<file path="src/rtl/chrom_run_scheduler.sv">
// chrom_run_scheduler: sequences one chromosome evaluation run between the HPS
// PIO level handshake (start/ack/done) and the processing FSM's
// ready/start/done/feedback handshake. It latches the sequence count for the
// duration of a run and keeps a saturating count of completed runs.
//
// Optional watchdog: define CHROM_SCHED_TIMEOUT_EN to build the per-state
// timeout counter and make the ERROR state reachable. Without it, the waiting
// states wait indefinitely and oTimeout is tied low.
module chrom_run_scheduler #(
  parameter int unsigned           TIMEOUT_W      = 24,
  parameter logic [TIMEOUT_W-1:0]  TIMEOUT_CYCLES = 24'd10_000_000
) (
  input  logic        iClock,
  input  logic        iReset,
  input  logic        iHpsStart,
  input  logic        iHpsAck,
  output logic        oHpsDone,
  input  logic [7:0]  iSequencesToProcess,
  output logic [7:0]  oSequencesToProcess,
  input  logic        iReadyToProcess,
  output logic        oStartProcessing,
  input  logic        iDoneProcessing,
  output logic        oDoneProcessingFeedback,
  output logic        oBusy,
  output logic        oTimeout,
  output logic [15:0] oRunCount,
  output logic [2:0]  oState
);

  typedef enum logic [2:0] {
    ST_IDLE         = 3'd0,
    ST_WAIT_READY   = 3'd1,
    ST_START        = 3'd2,
    ST_RUN          = 3'd3,
    ST_FEEDBACK     = 3'd4,
    ST_REPORT       = 3'd5,
    ST_WAIT_RELEASE = 3'd6,
    ST_ERROR        = 3'd7
  } state_t;

  state_t      r_state;
  state_t      w_next;
  logic [7:0]  r_seq;
  logic [15:0] r_run_count;

`ifdef CHROM_SCHED_TIMEOUT_EN
  localparam logic [TIMEOUT_W-1:0] WD_LIMIT = TIMEOUT_CYCLES - 1'b1;

  logic [TIMEOUT_W-1:0] r_wd_cnt;
  logic                 w_is_waiting;

  // Only the states that wait on the processing FSM are supervised.
  assign w_is_waiting = (r_state == ST_WAIT_READY) || (r_state == ST_START) ||
                        (r_state == ST_RUN)        || (r_state == ST_FEEDBACK);
`endif

  // Next-state logic: normal handshake first, watchdog overrides only a stall.
  always_comb begin
    // NOTE: every variable written here gets a default first so no path
    // leaves it unassigned; otherwise synthesis infers a latch.
    w_next = r_state;
    case (r_state)
      ST_IDLE:
        if (iHpsStart && !iHpsAck)
          w_next = (iSequencesToProcess == 8'd0) ? ST_REPORT : ST_WAIT_READY;
      ST_WAIT_READY:
        if (iReadyToProcess) w_next = ST_START;
      ST_START:
        if (iDoneProcessing)       w_next = ST_FEEDBACK;  // fast done skips RUN
        else if (!iReadyToProcess) w_next = ST_RUN;
      ST_RUN:
        if (iDoneProcessing) w_next = ST_FEEDBACK;
      ST_FEEDBACK:
        if (!iDoneProcessing) w_next = ST_REPORT;
      ST_REPORT:
        if (iHpsAck) w_next = ST_WAIT_RELEASE;
      ST_WAIT_RELEASE:
        if (!iHpsStart && !iHpsAck) w_next = ST_IDLE;
      ST_ERROR:
        if (iHpsAck) w_next = ST_WAIT_RELEASE;
      default:
        w_next = ST_IDLE;
    endcase
`ifdef CHROM_SCHED_TIMEOUT_EN
    // A normal exit on the limit cycle wins; only a stall becomes ERROR.
    if (w_is_waiting && (w_next == r_state) && (r_wd_cnt == WD_LIMIT))
      w_next = ST_ERROR;
`endif
  end

  // State register, count latch and saturating run counter.
  always_ff @(posedge iClock) begin
    // NOTE: sequential state uses non-blocking assignments so every register
    // samples pre-edge values, independent of statement order.
    if (iReset) begin
      r_state     <= ST_IDLE;
      r_seq       <= 8'd0;
      r_run_count <= 16'd0;
    end else begin
      r_state <= w_next;
      // Latch the count on leaving IDLE (also for a zero-count run).
      if ((r_state == ST_IDLE) && (w_next != ST_IDLE))
        r_seq <= iSequencesToProcess;
      // A run completes only through FEEDBACK -> REPORT.
      if ((r_state == ST_FEEDBACK) && (w_next == ST_REPORT) &&
          (r_run_count != 16'hFFFF))
        r_run_count <= r_run_count + 16'd1;
    end
  end

`ifdef CHROM_SCHED_TIMEOUT_EN
  // Watchdog: clears on any state change, counts while stuck in a waiting state.
  always_ff @(posedge iClock) begin
    if (iReset)
      r_wd_cnt <= '0;
    else if ((w_next != r_state) || !w_is_waiting)
      r_wd_cnt <= '0;
    else
      r_wd_cnt <= r_wd_cnt + 1'b1;
  end

  assign oTimeout = (r_state == ST_ERROR);
`else
  // Watchdog parameters have no effect in this build.
  logic w_unused_cfg;
  assign w_unused_cfg = ^TIMEOUT_CYCLES;

  assign oTimeout = 1'b0;
`endif

  assign oStartProcessing        = (r_state == ST_START);
  assign oDoneProcessingFeedback = (r_state == ST_FEEDBACK);
  assign oHpsDone                = (r_state == ST_REPORT) ||
                                   (r_state == ST_WAIT_RELEASE) ||
                                   (r_state == ST_ERROR);
  assign oBusy                   = (r_state != ST_IDLE);
  assign oSequencesToProcess     = r_seq;
  assign oRunCount               = r_run_count;
  assign oState                  = r_state;

endmodule

</file>
<file path="config.mk">
export PLATFORM = sky130hd
export DESIGN_NAME = chrom_run_scheduler
export DESIGN_NICKNAME = d
export VERILOG_FILES = /design/src/rtl/chrom_run_scheduler.sv
export SDC_FILE = /design/constraint.sdc
export NUM_CORES = 1
export LEC_CHECK = 0
export ABC_AREA = 1
export ABC_CLOCK_PERIOD_IN_PS = 1900
export BUFFER_PORTS_ARGS = -buffer_cell sky130_fd_sc_hd__buf_4
export CAP_MARGIN = 25
export CORE_ASPECT_RATIO = 0.9
export CORE_MARGIN = 10
export CORE_UTILIZATION = 50
export CTS_CLUSTER_DIAMETER = 30
export CTS_CLUSTER_SIZE = 14
export DETAILED_ROUTE_END_ITERATION = 7
export PLACE_DENSITY = 0.74
export SYNTH_ARGS = -nofsm -noshare
export SYNTH_HDL_FRONTEND = slang
export SYNTH_SLANG_ARGS = --single-unit
</file>
<file path="constraint.sdc">
create_clock -name iClock -period 1.9 [get_ports iClock]
set_input_delay 0.19 -clock iClock [delete_from_list [all_inputs] [get_ports iClock]]
set_output_delay 0.19 -clock iClock [all_outputs]
set_load 0.05 [all_outputs]
</file>
# After elaboration in Yosys (flattened, before gate mapping)
# Index checks and enable logic that the tools add are counted.
# totals
reg_bits	27
out_inout_bits	32
wordCells	37
# classes
addsub	1
n_eq_ne	9
n_mux	10
reduce_logical	14
# op_table
cell	count
$mux W3	9
$pmux W3 S7	1
$add A16 B1 Y16 const B	1
$ne A16 B16 Y1 const B	1
$eq A3 B3 Y1 const B	5
$logic_not A8 Y1	1
$eq A3 B2 Y1 const B	2
$reduce_bool A3 Y1	2
$logic_and A1 B1 Y1	5
$eq A3 B1 Y1 const B	1
$logic_not A3 Y1	1
$logic_not A1 Y1	2
$logic_or A1 B1 Y1	2
$reduce_or A2 Y1	1

# Depth between registers and ports, before layout
# Gate-level depths: netlist (run 1).
# logic_depth
word_depth	7
ltp_mapped	9
depth_no_buf	8

# Least setup slack after synthesis (run 1)
# OpenSTA, ideal clock, no wires.
# synth_timing
path_kind	reg-to-reg
startpoint	register r_run_count[0] (netlist: oRunCount[0])
endpoint	register r_run_count[2] (netlist: oRunCount[2])
setup_time_ps	132
arrival_time_ps	1938
required_time_ps	1768
setup_slack_ps	-170
stages_incl_launch_ff	10
n_path_buf	1
period_less_slack_ps	2070
cell_sequence	dfxtp_1 > ha_1 > nand2_2 > nor2_4 > nand2_2 > o21ai_4 > inv_2 > buf_6 > nand2_1 > a21oi_1
# synth_via
elab_chain_cells	2
word_cells_on_any_way	3
classes_between	add/sub: 1; eq/ne: 1; reduce/logical: 1
# synth_lines
element	line	text
start, declared	44	logic [15:0] r_run_count;
start signal, assigned	107	r_run_count <= r_run_count + 16'd1;
parallel branches: the longest is 2 deep, another holds $add A16 B1 Y16	-	
# Parallel ways; which one is timed is not known.
# A chain may end at the register's enable or synchronous reset.

# Worst setup path after layout (run 1)
# layout_timing
startpoint	register r_run_count[0] (netlist: oRunCount[0])
endpoint	register r_run_count[14] (netlist: oRunCount[14])
# The elaborated chain is that of the path after synthesis.

==> impl_metrics.csv, run 1 <==
group,metric,value,unit
power_and_ir_drop,pwr_density_cell,560,nW/um^2
clock_network,numCtsBuffers,3,
floorplan,core-area,2820,um^2
clock_network,clock_latency,330,ps
clock_network,postCtsHoldBufs,0,
setup_path,crit_fanout,7,
cells_and_area,final_cell_mix,"nand2_1, buf_4, nor2_1",
cells_and_area,final_area,1910,um^2
global_routing,antenna_found_initial,0,
place,dp_hpwl,3070,um
synth,synthXorXnorAreaFrac,0.0408,
worst_hold_path,min_path_type,"in -> reg",
floorplan,die_area,5600,um^2
timing,max_freq,589,MHz
timing,rsz0062_at_grt,"no",
routing,antenna_left,0,
power_and_ir_drop,p_sw,0.334,mW
global_routing,grt_pass1_wl,6330,um
global_routing,grt_overflow_total,0,
cells_and_area,areaGrowthSynthToFinish,26.9,%
power_and_ir_drop,p_total,1.07,mW
routing,routedWlPerCell,12.2,um
setup_path,arrival,1970,ps
power_and_ir_drop,p_sw_frac,0.312,
synth,ys_warn_count,0,
cells_and_area,multiInputGateArea,846,um^2
run,maxCapViolations,0,
synth,synthMuxAreaShare,0,
power_and_ir_drop,p_int,0.736,mW
clock_network,cts_resized,0,
floorplan,ios,46,
synth,yosys.area_share.simple,0.393,
synth,synth-compound-area-share,0.118,
setup_path,path_common_cell,"nand2_2",
synth,synth_top_family_by_area,"simple AND/OR/NAND/NOR gates",
setup_path,critPathKind,"reg -> reg",
power_and_ir_drop,leakage,0.808,nW
synth,syn_inst,232,
synth,synth_area_leaders,"dfxtp_1, nand2_1, nor2_1",
timing,setup_viol,0,
cells_and_area,antenna_cells,0,
setup_path,end_kind,"flop",
power_and_ir_drop,seqPwrFrac,0.560,
synth,netlist.area_leader.share,0.359,
routing,drtIter0Drc,91,
routing,firstDrtPassIters,4,
routing,drc,0,
floorplan,num_rows,18,
setup_path,crit_slowest_cell,"dfxtp_2",
timing,clock_skew,7.97,ps
cells_and_area,drive_gt1_frac,0.237,
setup_path,critPathBufInv,1,
synth,synth_adder_area_share,0.00832,
setup_path,path_cells,"ha_1, nand2_2, nor2_4, nand2_2, o21ai_4, buf_4, nand2_1, a21oi_1",
synth,syn-cell-area,1500,um^2
cells_and_area,final_common_cell,"nand2_1",
place,dp_slack,247,ps
global_routing,grt_max_degree,17,
clock_network,cts-root-buf,"clkbuf_4",
routing,num_vias,1530,
timing,slew_violations,0,
cells_and_area,stdcell_count,318,
synth,synth_cell_types,28,
place,dpl-instance-area,1880,um^2
clock_network,h-tree-depth,1,
floorplan,die_w,77.8,um
clock_network,tritoncts,"yes",
setup_path,worst_ep_required_time,2170,ps
floorplan,die_y,72.0,um
timing,setup_slack,202,ps
floorplan,start_util,0.534,
global_routing,grt_pass1_vias,1333,
place,port_buffers,44,
place,place_congestion,0.884,
synth,synthesis.nets,247,
routing,viasPerCell,4.81,
timing,post-route-min-period,1700,ps
cells_and_area,num-fill-cells,284,
clock_network,clock-sinks,27,
clock_network,path_clk_slew,150,ps
global_routing,grt_usage,0.133,
power_and_ir_drop,combPwrFrac,0.202,
power_and_ir_drop,ir_worst_vdd,521,uV
timing,fin_crit_sh,0.894,
place,dp_cells,314,
cells_and_area,seq_area,543,um^2
setup_path,cpPeakStageDelay,430,ps
routing,wl,3880,um
clock_network,post-cts-setup-buffers,0,
timing,fin_tns_setup,0,ps
outcome,status,"complete, no violations",
power_and_ir_drop,clkPwrFrac,0.238,
setup_path,worst_setup_path_start_kind,"flop",
synth,synth_top_cell_by_area,"dfxtp_1",
synth,ys_ff_latch,27,
cells_and_area,fin_nets,294,
timing,hold_viol,0,
clock_network,clk_path_buf_depth,2,
synth,avgSynthCellArea,6.48,um^2
synth,synth_seq_area_share,0.359,
setup_path,cpLargestDelayFamily,"flip-flops",
[worst paths after layout]
path,start,to,slack [ps],cells past startpoint
worst min-delay path,iSequencesToProcess[2],oSequencesToProcess[2],100,3
worst max-delay path,oRunCount[0],oRunCount[14],200,8
worst max register to register,oRunCount[0],oRunCount[14],200,8
worst min register to register,oSequencesToProcess[3],oSequencesToProcess[3],500,2
[routing by layer]
layer,part of all wire,global-route usage
met5,0,0
met3,0.070,0.0505
met2,0.42,0.196
met4,0.0054,0.0324
met1,0.51,0.179
[synthesized netlist by cell type (all sizes together)]
master	number
nor3	4
o31ai	1
ha	1
xor2	5
a21oi	15
nor2	43
conb	1
nand2	71
clkbuf	3
buf	4
xnor2	2
o2111ai	1
o21bai	2
nand3	11
nand4	7
or2	1
clkinv	1
dfxtp	27
nor4	2
o21ai	12
inv	18
[power groups by stage]
stage	Combinational (mW)	Sequential [mW]	Clock, mW
5_1_grt	0.234	0.602	0.282
4_1_cts	0.218	0.599	0.266
3_3_place_gp	0.218	0.611	0
6_report	0.216	0.599	0.254
2_1_floorplan	0.0811	0.674	0
3_5_place_dp	0.218	0.611	0
[final cells by class]
cell class,instances,area share
Clock buffer,3,0.0118
Clock inverter,1,0.00393
Sequential cell,27,0.285
Multi-Input combinational cell,179,0.443
Timing Repair Buffer,49,0.193
Inverter,19,0.0374
Tap cell,40,0.0262
[worst min-delay path: stages]
cell and delay, ps:
buf_4 80, o21ai_0 70, nor2_1 70
[per-stage QoR]
stage / utilization / hold WS [ps]
after floorplan: - / 357
after global placement: 0.667 / 450
after detailed placement: 0.667 / 456
after CTS: 0.678 / 92.3
after global routing: 0.678 / 101
final: 0.678 / 104
[state kept, by name (all words and copies together) (netlist names)]
signal,cells
oState,3
oSequencesToProcess,8
oRunCount,16
[logic make-up after synthesis]
logic type | count (synthesis)
and+or+nand+nor | 139
AOI/OAI and AO/OA | 31
DFF | 27
buffers and inverters | 26
xor gates and xnor gates | 7
adders and majority gates | 1
other | 1
(Power assumes the default switching activity.)
==> run 2, diff against run 1 <==
--- a/config.mk
+++ b/config.mk
@@ -11,11 +11,12 @@
 export CAP_MARGIN = 25
 export CORE_ASPECT_RATIO = 0.9
 export CORE_MARGIN = 10
-export CORE_UTILIZATION = 50
+export CORE_UTILIZATION = 53
+export CTS_BUF_LIST = sky130_fd_sc_hd__clkbuf_4 sky130_fd_sc_hd__clkbuf_8
 export CTS_CLUSTER_DIAMETER = 30
 export CTS_CLUSTER_SIZE = 14
 export DETAILED_ROUTE_END_ITERATION = 7
-export PLACE_DENSITY = 0.74
+export PLACE_DENSITY = 0.78
 export SYNTH_ARGS = -nofsm -noshare
 export SYNTH_HDL_FRONTEND = slang
 export SYNTH_SLANG_ARGS = --single-unit
==> run 2 against run 1 <==
Flip-flop and latch count stayed put; final cell count rose by 0.31%; die area down 4.2%; critical endpoint is now oRunCount[8].
==> impl_metrics.csv, run 2 (synthesis results as in run 1) <==
group,metric,value,unit
worst_hold_path,min_path_type,"in -> reg",
global_routing,grt_max_degree,17,
routing,viasPerCell,4.92,
timing,rsz0062_at_grt,"no",
routing,wl,3960,um
timing,clock_skew,7.08,ps
setup_path,r2r_start,"oRunCount[0]",
setup_path,cp.depth,8,
clock_network,tritoncts,"yes",
cells_and_area,largest_reg_flops,16,
cells_and_area,antenna_cells,0,
timing,setup_viol,0,
setup_path,arrival,2030,ps
setup_path,worst_setup_path_start_kind,"flop",
floorplan,ios,46,
clock_network,clk_path_buf_depth,2,
floorplan,num_rows,18,
clock_network,numCtsBuffers,3,
setup_path,critPathKind,"reg -> reg",
place,port_buffers,44,
power_and_ir_drop,leakage,0.818,nW
setup_path,worst_ep_required_time,2170,ps
floorplan,die_area,5370,um^2
timing,setup_slack,144,ps
global_routing,antenna_found_initial,0,
timing,post-route-min-period,1760,ps
routing,drc,0,
floorplan,die_y,70.5,um
place,dp_slack,177,ps
place,dp_hpwl,3060,um
cells_and_area,areaGrowthSynthToFinish,27.2,%
timing,max_freq,570,MHz
worst_hold_path,min_from,"iSequencesToProcess[1]",
place,place_congestion,0.817,
setup_path,cpPeakStageDelay,430,ps
clock_network,cts_resized,0,
setup_path,timing.rr.end,"oRunCount[8]",
power_and_ir_drop,p_total,1.07,mW
clock_network,clock-sinks,27,
run,maxCapViolations,0,
floorplan,core-area,2730,um^2
clock_network,post-cts-setup-buffers,0,
cells_and_area,final_common_cell,"nand2_1",
global_routing,grt_overflow_total,0,
clock_network,path_clk_slew,150,ps
cells_and_area,final_cell_mix,"nand2_1, buf_4, nor2_1",
cells_and_area,num-fill-cells,257,
routing,routedWlPerCell,12.4,um
timing,fin_tns_setup,0,ps
timing,fin_crit_sh,0.924,
setup_path,reg2reg_slack,140,ps
floorplan,die_w,76.2,um
clock_network,h-tree-depth,1,
power_and_ir_drop,pwr_density_cell,561,nW/um^2
setup_path,crit_fanout,10,
setup_path,end_kind,"flop",
setup_path,crit_slowest_cell,"dfxtp_2",
timing,slew_violations,0,
timing,hold_viol,0,
outcome,status,"complete, no violations",
routing,firstDrtPassIters,4,
global_routing,grt_pass1_vias,1469,
routing,antenna_left,0,
clock_network,cts-root-buf,"clkbuf_4",
global_routing,grt_usage,0.143,
setup_path,path_common_cell,"nand2_2",
cells_and_area,fin_nets,295,
setup_path,path_cells,"ha_1, nand2_2, nor2_4, nand2_2, o21ai_4, buf_4, nand2_1, a21oi_1",
setup_path,critPathBufInv,1,
place,dp_cells,315,
routing,num_vias,1570,
routing,drtIter0Drc,150,
floorplan,start_util,0.552,
worst_hold_path,worstHoldEndpoint,"oSequencesToProcess[1]",
power_and_ir_drop,ir_worst_vdd,432,uV
worst_hold_path,hold-path-cell-count,3,
clock_network,clock_latency,330,ps
timing,hold_slack,98.8,ps
setup_path,r2r_cells,8,
global_routing,grt_pass1_wl,6670,um
clock_network,postCtsHoldBufs,0,
setup_path,cpLargestDelayFamily,"flip-flops",
cells_and_area,stdcell_count,319,
cells_and_area,drive_gt1_frac,0.240,
run 2: worst max path at each step:
stage	startpoint	endpoint	slack, ps
finish	oRunCount[0]	oRunCount[8]	140
detailed placement	oRunCount[0]	oRunCount[14]	180
global route	oRunCount[0]	oRunCount[10]	10
global placement	oRunCount[0]	oRunCount[12]	260
floorplan	oRunCount[0]	oRunCount[2]	60
CTS	oRunCount[0]	oRunCount[12]	130
run 2: worst min-delay path, cell delays in order:
cell and delay, ps:
buf_4 80, o21ai_0 70, nor2_1 70
run 2: stage by stage:
stage          utilization  instance area, um^2
2_1_floorplan            -                 1510
3_3_place_gp         0.692                 1890
3_5_place_dp         0.692                 1890
4_1_cts              0.702                 1910
5_1_grt              0.702                 1910
6_report             0.702                 1910
run 2: layout make-up:
class	count	area [um^2]	area share
inverter	19	71.3	0.0373
multi-input combinational	179	846	0.442
sequential	27	543	0.284
clock buffer	3	22.5	0.0118
timing repair buffer	50	375	0.196
tap	40	50.0	0.0262
clock inverter	1	5.00	0.00262
run 2: where the power goes:
group / switching [mW] / internal (mW)
Combinational: 0.147 / 0.0697
Clock: 0.178 / 0.0792
Sequential: 0.0144 / 0.585
run 2: layer usage:
metal,vias to the layer above,track usage,share of wire
met5,-,0,0
met4,0,0.0371,0.0098
met3,6,0.0492,0.084
met2,45,0.221,0.43
met1,687,0.186,0.48
li1,832,-,-
==> run 3, diff against run 2 <==
--- a/config.mk
+++ b/config.mk
@@ -7,7 +7,7 @@
 export LEC_CHECK = 0
 export ABC_AREA = 1
 export ABC_CLOCK_PERIOD_IN_PS = 1900
-export BUFFER_PORTS_ARGS = -buffer_cell sky130_fd_sc_hd__buf_4
+export BUFFER_PORTS_ARGS = -buffer_cell sky130_fd_sc_hd__buf_2
 export CAP_MARGIN = 25
 export CORE_ASPECT_RATIO = 0.9
 export CORE_MARGIN = 10
==> run 3 against run 2 <==
Sequential share of layout area up 1.8 points; first-iteration DRC count decreased by 21%; clock power is 3% higher; flip-flop and latch count unchanged; sequential power about the same; wire length shrank 2.3%; combinational power down 9.7%; via count is 0.45% higher; clock skew rose by 1.1 ps; final cell count down 0.31%; largest cell class unchanged.
==> impl_metrics.csv, run 3 (synthesis results as in run 1) <==
group,metric,value,unit
setup_path,worst_ep_required_time,2140,ps
worst_hold_path,hold-path-cell-count,3,
setup_path,critPathKind,"reg -> reg",
clock_network,clock_latency,340,ps
power_and_ir_drop,ir_worst_vdd,436,uV
timing,max_freq,569,MHz
routing,antenna_left,0,
timing,clock_skew,8.22,ps
timing,slew_violations,0,
cells_and_area,final_cell_mix,"nand2_1, buf_2, nor2_1",
global_routing,antenna_found_initial,0,
cells_and_area,stdcell_count,318,
clock_network,h-tree-depth,1,
clock_network,postCtsHoldBufs,0,
setup_path,arrival,2000,ps
power_and_ir_drop,leakage,0.801,nW
routing,num_vias,1577,
setup_path,reg2reg_slack,140,ps
power_and_ir_drop,pwr_density_cell,590,nW/um^2
place,port_buffers,44,
global_routing,grt_pass1_wl,6510,um
setup_path,path_cells,"ha_1, nand2_2, nor2_4, nand2_2, o21ai_4, inv_2, nand2_1, a21oi_1",
floorplan,die_w,76.2,um
floorplan,die_y,70.5,um
setup_path,worst_setup_path_start_kind,"flop",
clock_network,cts-root-buf,"clkbuf_4",
cells_and_area,final_area,1800,um^2
timing,fin_tns_setup,0,ps
floorplan,core-area,2730,um^2
setup_path,end_kind,"flop",
timing,setup_viol,0,
global_routing,grt_usage,0.140,
routing,wl,3870,um
routing,drtIter0Drc,119,
setup_path,cpPeakStageDelay,430,ps
routing,firstDrtPassIters,4,
timing,hold_slack,99.8,ps
timing,setup_slack,144,ps
floorplan,die_area,5370,um^2
global_routing,grt_max_degree,17,
power_and_ir_drop,p_total,1.06,mW
timing,fin_crit_sh,0.924,
clock_network,clock-sinks,27,
routing,routedWlPerCell,12.2,um
floorplan,start_util,0.552,
cells_and_area,drive_gt1_frac,0.237,
floorplan,num_rows,18,
place,dp_slack,198,ps
clock_network,clk_path_buf_depth,2,
setup_path,crit_fanout,16,
setup_path,r2r_start,"oRunCount[0]",
worst_hold_path,worstHoldEndpoint,"oSequencesToProcess[1]",
setup_path,r2r_cells,8,
cells_and_area,final_common_cell,"nand2_1",
global_routing,grt_overflow_total,0,
timing,hold_viol,0,
setup_path,critPathLaunch,"oRunCount[0]",
place,dp_cells,314,
routing,drc,0,
worst_hold_path,min_from,"iSequencesToProcess[1]",
place,place_congestion,0.844,
floorplan,ios,46,
run,maxCapViolations,0,
place,dp_hpwl,3000,um
cells_and_area,antenna_cells,0,
outcome,status,"complete, no violations",
setup_path,path_common_cell,"nand2_2",
routing,viasPerCell,4.96,
worst_hold_path,min_path_type,"in -> reg",
setup_path,timing.rr.end,"oRunCount[10]",
clock_network,path_clk_slew,160,ps
clock_network,tritoncts,"yes",
cells_and_area,final_core_util,0.661,
timing,post-route-min-period,1760,ps
clock_network,numCtsBuffers,3,
clock_network,post-cts-setup-buffers,0,
setup_path,crit_slowest_cell,"dfxtp_2",
cells_and_area,areaGrowthSynthToFinish,19.8,%
place,dpl-instance-area,1770,um^2
cells_and_area,fin_nets,294,
cells_and_area,largest_reg_flops,16,
global_routing,grt_pass1_vias,1402,
timing,rsz0062_at_grt,"no",
## run 3: timing repair
action | CTS | global route
endpoints found under the hold margin | 0 | 0
resized for setup | 0 | 1
setup endpoints to repair | 0 | 5
## run 3: how the worst max path moves through the flow
stage	slack (ps)	end
final	140	oRunCount[10]
after global routing	0.6	oRunCount[4]
after CTS	140	oRunCount[10]
after detailed placement	200	oRunCount[10]
after global placement	270	oRunCount[10]
after floorplan	60	oRunCount[2]
## run 3: layout make-up
| class | count | area, um^2 |
|---|---|---|
| Inverter | 19 | 71.3 |
| Timing Repair Buffer | 49 | 262 |
| Sequential cell | 27 | 543 |
| Fill cell | 279 | 923 |
| Clock inverter | 1 | 7.51 |
| Multi-Input combinational cell | 179 | 846 |
| Clock buffer | 3 | 22.5 |
| Tap cell | 40 | 50.0 |
## run 3: routing by layer
metal | share of wire | wire length (um) | global-route usage | vias to the layer above
met4 | 0.0065 | 25 | 0.0247 | 0
met3 | 0.10 | 402 | 0.0480 | 4
met1 | 0.46 | 1770 | 0.181 | 681
met2 | 0.43 | 1680 | 0.223 | 55
li1 | - | - | - | 837
met5 | 0 | 0 | 0 | -
## run 3: power by group
group	internal (mW)	leakage, nW	total [mW]	switching, mW
logic	0.0492	0.567	0.196	0.146
clock network	0.0809	0.0139	0.267	0.186
registers	0.585	0.220	0.599	0.0141
## run 3: worst max-delay path, delay by kind of cell, from the launching register on
kind	cells	cell delay [ps]
compound gates	2	300
simple gates	4	480
buf+inv	1	190
fa+ha+maj	1	260
flops	1	430
